## src/rtl/stopwatch_bcd_counter.sv

```systemverilog
`timescale 1ns/1ps
// Purpose: debounced start/pause/clear stopwatch counting SS.hh in packed BCD for the 4-digit display.
// Latency: button press acts 2 sync + DB_CYCLES + 1 cycles after the raw edge; bcd_out updates the cycle after tick.
// Backpressure: none; free-running source, display samples bcd_out whenever it likes.
// Optional lap hold is compiled in with `define LAP_HOLD_EN.
module stopwatch_bcd_counter #(
    parameter int CLK_HZ    = 100_000_000,
    parameter int TICK_HZ   = 100,
    parameter int DB_CYCLES = 1_000_000
) (
    input  logic        clk,
    input  logic        reset,
    input  logic        btn_start,
    input  logic        btn_clear,
    input  logic        btn_lap,
    output logic [15:0] bcd_out,
    output logic        running,
    output logic        wrap_pulse
);

    localparam int DIV = CLK_HZ / TICK_HZ;
    localparam int PW  = $clog2(DIV);
    localparam logic [PW-1:0] TERM = PW'(DIV - 1);
    localparam int DW  = $clog2(DB_CYCLES + 1);
    localparam logic [DW-1:0] DB_LAST = DW'(DB_CYCLES - 1);

`ifdef LAP_HOLD_EN
    localparam int NB = 3;
`else
    localparam int NB = 2;
`endif

    // button index 0 = start, 1 = clear, 2 = lap (lap only with hold feature)
    logic [NB-1:0] btn_raw;
`ifdef LAP_HOLD_EN
    assign btn_raw = {btn_lap, btn_clear, btn_start};
`else
    logic unused_lap;
    assign unused_lap = btn_lap;
    assign btn_raw    = {btn_clear, btn_start};
`endif

    logic [NB-1:0]         sync1;
    logic [NB-1:0]         sync2;
    logic [NB-1:0]         db_lvl;
    logic [NB-1:0]         press;
    logic [NB-1:0][DW-1:0] db_cnt;

    // synchronize raw buttons, accept a level after DB_CYCLES identical samples, pulse on accepted rise
    always_ff @(posedge clk or negedge reset) begin
        if (!reset) begin
            sync1  <= '0;
            sync2  <= '0;
            db_lvl <= '0;
            press  <= '0;
            db_cnt <= '0;
        end else begin
            sync1 <= btn_raw;
            sync2 <= sync1;
            for (int i = 0; i < NB; i++) begin
                press[i] <= 1'b0;
                if (sync2[i] == db_lvl[i]) begin
                    db_cnt[i] <= '0;
                end else if (db_cnt[i] == DB_LAST) begin
                    db_cnt[i] <= '0;
                    db_lvl[i] <= sync2[i];
                    press[i]  <= sync2[i];
                end else begin
                    db_cnt[i] <= db_cnt[i] + 1'b1;
                end
            end
        end
    end

    logic start_p;
    logic clear_p;
    assign start_p = press[0];
    assign clear_p = press[1];

    typedef enum logic [1:0] {
        IDLE  = 2'd0,
        RUN   = 2'd1,
        PAUSE = 2'd2
    } state_t;

    state_t state;
    state_t state_nx;

    // next state: clear overrides a coincident start
    always_comb begin
        state_nx = state;
        if (clear_p) begin
            state_nx = IDLE;
        end else if (start_p) begin
            case (state)
                IDLE:    state_nx = RUN;
                RUN:     state_nx = PAUSE;
                PAUSE:   state_nx = RUN;
                default: state_nx = IDLE;
            endcase
        end
    end

    // state register with running registered alongside it
    always_ff @(posedge clk or negedge reset) begin
        if (!reset) begin
            state   <= IDLE;
            running <= 1'b0;
        end else begin
            state   <= state_nx;
            running <= (state_nx == RUN);
        end
    end

    logic [PW-1:0] presc;
    logic          tick;
    assign tick = (state == RUN) && (presc == TERM);

    // prescaler only moves in RUN so a pause keeps the partial tick
    always_ff @(posedge clk or negedge reset) begin
        if (!reset) begin
            presc <= '0;
        end else if (clear_p) begin
            presc <= '0;
        end else if (state == RUN) begin
            presc <= tick ? '0 : presc + 1'b1;
        end
    end

    logic [15:0] count;
    logic [15:0] count_inc;
    logic        at_max;
    assign at_max = (count == 16'h5999);

    // BCD increment with full carry ripple; seconds tens wraps at 5
    always_comb begin
        count_inc = count;
        if (count[3:0] != 4'd9) begin
            count_inc[3:0] = count[3:0] + 4'd1;
        end else begin
            count_inc[3:0] = 4'd0;
            if (count[7:4] != 4'd9) begin
                count_inc[7:4] = count[7:4] + 4'd1;
            end else begin
                count_inc[7:4] = 4'd0;
                if (count[11:8] != 4'd9) begin
                    count_inc[11:8] = count[11:8] + 4'd1;
                end else begin
                    count_inc[11:8]  = 4'd0;
                    count_inc[15:12] = (count[15:12] == 4'd5) ? 4'd0 : count[15:12] + 4'd1;
                end
            end
        end
    end

    // live count register and rollover strobe
    always_ff @(posedge clk or negedge reset) begin
        if (!reset) begin
            count      <= 16'h0000;
            wrap_pulse <= 1'b0;
        end else if (clear_p) begin
            count      <= 16'h0000;
            wrap_pulse <= 1'b0;
        end else begin
            wrap_pulse <= tick && at_max;
            if (tick) begin
                count <= count_inc;
            end
        end
    end

`ifdef LAP_HOLD_EN
    logic        hold;
    logic [15:0] lap_cap;

    // lap press in RUN toggles the hold; capture happens on the engaging press
    always_ff @(posedge clk or negedge reset) begin
        if (!reset) begin
            hold    <= 1'b0;
            lap_cap <= 16'h0000;
        end else if (clear_p) begin
            hold <= 1'b0;
        end else if (press[2] && (state == RUN)) begin
            hold <= !hold;
            if (!hold) begin
                lap_cap <= count;
            end
        end
    end

    assign bcd_out = hold ? lap_cap : count;
`else
    assign bcd_out = count;
`endif

endmodule

```

## config.mk

```make
export PLATFORM = sky130hd
export DESIGN_NAME = stopwatch_bcd_counter
export DESIGN_NICKNAME = d
export VERILOG_FILES = /design/src/rtl/stopwatch_bcd_counter.sv
export SDC_FILE = /design/constraint.sdc
export NUM_CORES = 1
export LEC_CHECK = 0
export ABC_CLOCK_PERIOD_IN_PS = 2470
export CAP_MARGIN = 30
export CORE_MARGIN = 2
export CORE_UTILIZATION = 55
export DETAILED_ROUTE_END_ITERATION = 8
export PLACE_DENSITY = 0.74
export SLEW_MARGIN = 20
export SYNTH_ARGS = -nofsm -noshare
export SYNTH_HDL_FRONTEND = slang
export SYNTH_SLANG_ARGS = --single-unit
```

## constraint.sdc

```tcl
create_clock -name clk -period 2.47 [get_ports clk]
set_clock_uncertainty 0.15 [all_clocks]
set_input_delay 0.247 -clock clk [delete_from_list [all_inputs] [get_ports clk]]
set_output_delay 0.247 -clock clk [all_outputs]
set_load 0.02 [all_outputs]
```

==> results of run 1 <==
==> layout make-up <==
type,instances,share of cell area (%)
clock inverters,5,1.98
well taps,105,2.51
flip-flops and latches,88,42.1
multi-input cells,355,43.3
inverters,22,1.58
repair buffers,32,5.83
clock buffers,11,2.70
==> worst max path at each step <==
stage,endpoint,from,slack [ns]
floorplan,db_cnt[38],db_cnt[20],0.34
CTS,db_cnt[38],db_cnt[20],0.19
detailed placement,db_cnt[38],db_cnt[20],0.18
global placement,db_cnt[38],db_cnt[20],0.24
global route,db_cnt[38],db_cnt[20],0.05
finish,db_cnt[38],db_cnt[20],0.19
==> sequential cells by signal, indices dropped and copies added (netlist names) <==
signal      cells
db_cnt         40
presc          20
press           2
db_lvl          2
sync2           2
running         1
wrap_pulse      1
sync1           2
bcd_out        16
state           2
==> stage by stage <==
step                hold slack (ns)  util (%)  setup slack [ns]  total power [mW]
floorplan                    -0.199         -             0.339              1.51
global placement              0.118      60.9             0.237              1.56
detailed placement            0.118      60.9             0.177              1.56
CTS                           0.169      64.0             0.186              2.77
global route                  0.181      64.0            0.0500              2.83
finish                        0.176      64.0             0.186              2.75
==> cells in the mapped netlist, drive strengths merged, types with 6 or more instances <==
library cell / count
dfrtp: 88
nor2: 47
a21oi: 39
nand3: 25
nand2: 23
inv: 22
nand4: 18
o21ai: 18
o31ai: 18
or4: 18
xor2: 17
xnor2: 16
nor3: 15
or3: 15
clkbuf: 13
ha: 11
nor4: 9
and2: 7
buf: 7
nand2b: 7
and3: 6
==> what timing repair did <==
item | in CTS | in global routing
setup endpoints to repair | 0 | 0
gates resized for setup | 0 | 0
endpoints found under the hold margin | 39 | 0
hold buffers | 1 | 0
==> per-layer routing <==
layer / part of all wire (%) / up-vias
met1: 46 / 1833
met3: 3.0 / 16
li1: - / 1823
met4: 1.8 / 0
met5: 0 / -
met2: 49 / 79
==> kinds of logic (layout without fill, tap and decap cells) <==
| group | count (synthesis) | count (layout) |
|---|---|---|
| and+or+nand+nor | 214 | 214 |
| xor gates and xnor gates | 33 | 33 |
| AOI/OAI and AO/OA | 93 | 93 |
| buffers and inverters | 42 | 70 |
| DFF | 88 | 88 |
| adders and majority gates | 11 | 11 |
| muxes | 4 | 4 |
==> power groups by stage <==
stage / Sequential [mW] / Clock, mW / Combinational (mW)
after floorplan: 1.49 / 0 / 0.0255
final: 1.46 / 1.22 / 0.0697
after global placement: 1.49 / 0 / 0.0698
after CTS: 1.46 / 1.24 / 0.0731
after detailed placement: 1.49 / 0 / 0.0717
after global routing: 1.46 / 1.29 / 0.0813
==> results.json, run 1 <==
{
  "outcome": "completed",
  "synth_top_area_share_pct": 47.5,
  "die_w_um": 95.8,
  "antenna_found_initial": 0,
  "path_common_cell": "or4_1",
  "setup_viol": 0,
  "slew_headroom_pct": 50.6,
  "core_mm2": 0.00818,
  "hold_viol": 0,
  "grtUsageMet3_pct": 2.98,
  "antenna_left": 0,
  "seqCellArea_mm2": 0.00220,
  "critPathKind": "reg2reg",
  "stdcell_area_mm2": 0.00523,
  "sw_frac_of_total_pct": 21.0,
  "root_buffer": "clkbuf_8",
  "yosys-top-cells-area": "dfrtp_1, a21oi_1, nor2_1",
  "synthFlopType": "dfrtp_1",
  "worstHoldEndpoint": "sync1[0]",
  "cp_top_family": "simple AND/OR/NAND/NOR gates",
  "die-area_mm2": 0.00917,
  "min_path_type": "in2reg",
  "max_cap_viol_count": 0,
  "antenna_cells": 0,
  "synth_top_area_cell": "dfrtp_1",
  "multi_input_area_mm2": 0.00227,
  "fin_setup_tns_ns": 0,
  "grt_overflow": 0,
  "port_buffers": 21,
  "slew_viol_final": 0,
  "r2r_start": "db_cnt[20]",
  "layout_common_cells": "dfrtp_1, nor2_1, a21oi_1, nand3_1, nand2_1",
  "power_density_mw_per_mm2": 526,
  "final_common_cell": "dfrtp_1",
  "peakVddDrop_v": 0.000258,
  "drive_above_1_share_pct": 7.41,
  "synth_area_mm2": 0.00463,
  "cp.depth": 5,
  "p_int_mw": 2.17,
  "cts_buffers": 9,
  "worstMarginPinSlew_ns": 0.740,
  "fin_cells": 618,
  "p_switching_mw": 0.578,
  "viasPerCell": 6.07,
  "clkTransAtPathRegs_ns": 0.09,
  "fin_crit_sh_pct": 92.5,
  "cp-start-kind": "flop",
  "clock_latency_ns": 0.36,
  "synthAdderAreaFrac_pct": 2.97,
  "io_pins": 23,
  "grt_max_degree": 42,
  "grt_pass1_vias": 3536,
  "ff2ff_path_depth": 5,
  "synth-seq-cells": 88,
  "dp_hpwl_um": 6300,
  "synth_xor_area_share_pct": 6.24,
  "use_met1_pct": 29.9,
  "min_from": "btn_start",
  "first_pass_iters": 5,
  "num_vias": 3751,
  "crit_buf_inv": 0,
  "htreeDepth": 3,
  "layout.nets": 524,
  "seq_power_share_pct": 53.2,
  "cp_cell_sequence": "ha_1 > nand2_1 > or4_1 > or4_1 > a21oi_1",
  "max_freq_mhz": 438,
  "cp_max_fo": 8,
  "drc": 0,
  "avgSynthCellArea_um2": 9.55,
  "placed_cells": 601,
  "gr-max-usage-layer": "met2",
  "start_util_pct": 56.7,
  "critPathCaptureType": "flop",
  "fin_crit_ns": 2.28,
  "pwr-share-comb_pct": 2.5,
  "grt_pass1_wl_um": 16000,
  "wl_per_cell_um": 14.8,
  "r2r_setup_slack_ns": 0.19,
  "cts_tree": "built",
  "grt_use_met2_pct": 35.6,
  "finalWirelength_um": 9130,
  "p_clk_share_pct": 44.3,
  "yosys_warnings": 0,
  "fp.dieH_um": 95.8,
  "synth_mux_area_share_pct": 0.945,
  "slowest_delay_ns": 0.63,
  "synth_simple_gate_area_share_pct": 25.9,
  "track_usage_pct": 21.8,
  "arrival_ns": 2.42,
  "clk_path_buf_depth": 2,
  "synthArstFlopShare_pct": 100,
  "synth_cell_types": 45,
  "synth_nets": 501,
  "critPathRequiredTime_ns": 2.61,
  "syn_to_final_growth_pct": 13.0,
  "r2r_end": "db_cnt[38]",
  "synthCells": 485,
  "cts_setup_buffers": 0,
  "clkSinkCount": 88,
  "synth_top_family_by_area": "simple AND/OR/NAND/NOR gates",
  "fill_cells": 667,
  "synth_compound_area_share_pct": 12.9,
  "yosysSeqAreaShare_pct": 47.5,
  "leakage_nw": 2.11,
  "rsz0062_at_grt": "false",
  "synth_edf_count": 0,
  "drtIter0Drc": 165,
  "rows": 33,
  "place_congestion": 0.791,
  "min_path_cells": 1,
  "slowest_stage": "or4_1",
  "postPlaceCellArea_mm2": 0.00498
}
(Power assumes the default switching activity.)
==> run 2: changes to the inputs <==
Settings changed: MAX_ROUTING_LAYER set to met4.
==> results.json, run 2 (synthesized netlist as in run 1, its figures left out) <==
{
  "dpl_worst_slack_ns": 0.177,
  "antenna_cells": 0,
  "largest_reg_flops": 40,
  "cts_tree": "built",
  "num_vias": 3725,
  "multi_input_area_mm2": 0.00227,
  "layout_common_cells": "dfrtp_1, nor2_1, a21oi_1, nand3_1, nand2_1",
  "drc": 0,
  "setup_viol": 0,
  "grt_pass1_wl_um": 16100,
  "power.total_mw": 2.75,
  "timing.hold.ws_ns": 0.175,
  "place_congestion": 0.802,
  "grt_max_degree": 42,
  "io_pins": 23,
  "syn_to_final_growth_pct": 13.0,
  "viasPerCell": 6.03,
  "slew_viol_final": 0,
  "outcome": "completed",
  "final_util_pct": 64.0,
  "antenna_found_initial": 0,
  "layout.nets": 524,
  "min_from": "btn_clear",
  "clkSinkCount": 88,
  "finalWorstSetupSlack_ns": 0.191,
  "critPathKind": "reg2reg",
  "max_cap_viol_count": 0,
  "htreeDepth": 3,
  "grt_overflow": 0,
  "clkTransAtPathRegs_ns": 0.09,
  "seqCellArea_mm2": 0.00220,
  "track_usage_pct": 22.5,
  "regMostFlops": "db_cnt",
  "start_util_pct": 56.7,
  "arrival_ns": 2.42,
  "antenna_left": 0,
  "placed_cells": 601,
  "critPathRequiredTime_ns": 2.61,
  "port_buffers": 21,
  "die-area_mm2": 0.00917,
  "power_density_mw_per_mm2": 525,
  "critPathCaptureType": "flop",
  "clock_latency_ns": 0.36,
  "r2r_start": "db_cnt[20]",
  "leakage_nw": 2.11,
  "fin_crit_sh_pct": 92.3,
  "cts_buffers": 9,
  "first_pass_iters": 5,
  "peakVddDrop_v": 0.000259,
  "fin_setup_tns_ns": 0,
  "core_mm2": 0.00818,
  "die_w_um": 95.8,
  "fill_cells": 667,
  "startpoint": "db_cnt[20]",
  "clk_path_buf_depth": 2,
  "slew_headroom_pct": 53.9,
  "drive_above_1_share_pct": 7.41,
  "grt_pass1_vias": 3531,
  "finalWirelength_um": 9080,
  "final_common_cell": "dfrtp_1",
  "fin_cells": 618,
  "fp.dieH_um": 95.8,
  "cts_setup_buffers": 0,
  "fin_crit_ns": 2.28,
  "postPlaceCellArea_mm2": 0.00498,
  "wl_per_cell_um": 14.7,
  "min_path_type": "in2reg",
  "root_buffer": "clkbuf_8",
  "cp_max_fo": 8,
  "drtIter0Drc": 159,
  "cts_resized": 0,
  "worstMarginPinSlew_ns": 0.692,
  "dp_hpwl_um": 6300,
  "hold_viol": 0,
  "cp-start-kind": "flop",
  "rsz0062_at_grt": "false",
  "stdcell_area_mm2": 0.00523,
  "max_freq_mhz": 439,
  "rows": 33
}
[run 2: cell counts in the layout (fill, tap and decap cells not counted)]
No cell type changed its count.
[run 2: where the power goes]
group	internal (mW)	switching, mW
sequential	1.45	0.0118
combinational	0.0219	0.0475
clock	0.701	0.516
[run 2: worst paths after layout]
check	slack [ns]	end	depth (start not counted)
worst min register to register	0.21	sync2[1]	0
worst min-delay path	0.18	sync1[1]	1
max in group asynchronous	1.31	press[1]	3
worst max register to register	0.19	db_cnt[38]	5
min in group asynchronous	0.25	presc[5]	2
worst max-delay path	0.19	db_cnt[38]	5
[run 2: area by class of cell]
class                      count  area share (%)
multi-input combinational    355            43.3
timing repair buffer          32            5.83
inverter                      22            1.58
clock buffer                  11            2.70
sequential                    88            42.1
tap                          105            2.51
clock inverter                 5            1.98
[run 2: critical path: stages (launching register included)]
cell and delay [ns]:
dfrtp_1 0.41, ha_1 0.25, nand2_1 0.11, or4_1 0.63
or4_1 0.50, a21oi_1 0.16
[run 2: routing by layer]
metal	routed length [µm]	track usage, %	vias up
met5	0	-	-
met4	123	6.55	0
met3	276	3.92	13
met2	4460	35.6	64
met1	4220	30.0	1833
li1	-	-	1815
[run 2: what timing repair did]
| action | 4_1_cts | 5_1_grt |
|---|---|---|
| hold buffers | 1 | 0 |
| setup endpoints to repair | 0 | 0 |
| endpoints found under the hold margin | 39 | 0 |
==> run 3: changes to the inputs <==
Settings changed: CTS_CLUSTER_SIZE set to 25.
==> results of run 3 <==
Same layout as run 2: the final DEF is identical, and so are final timing and power.
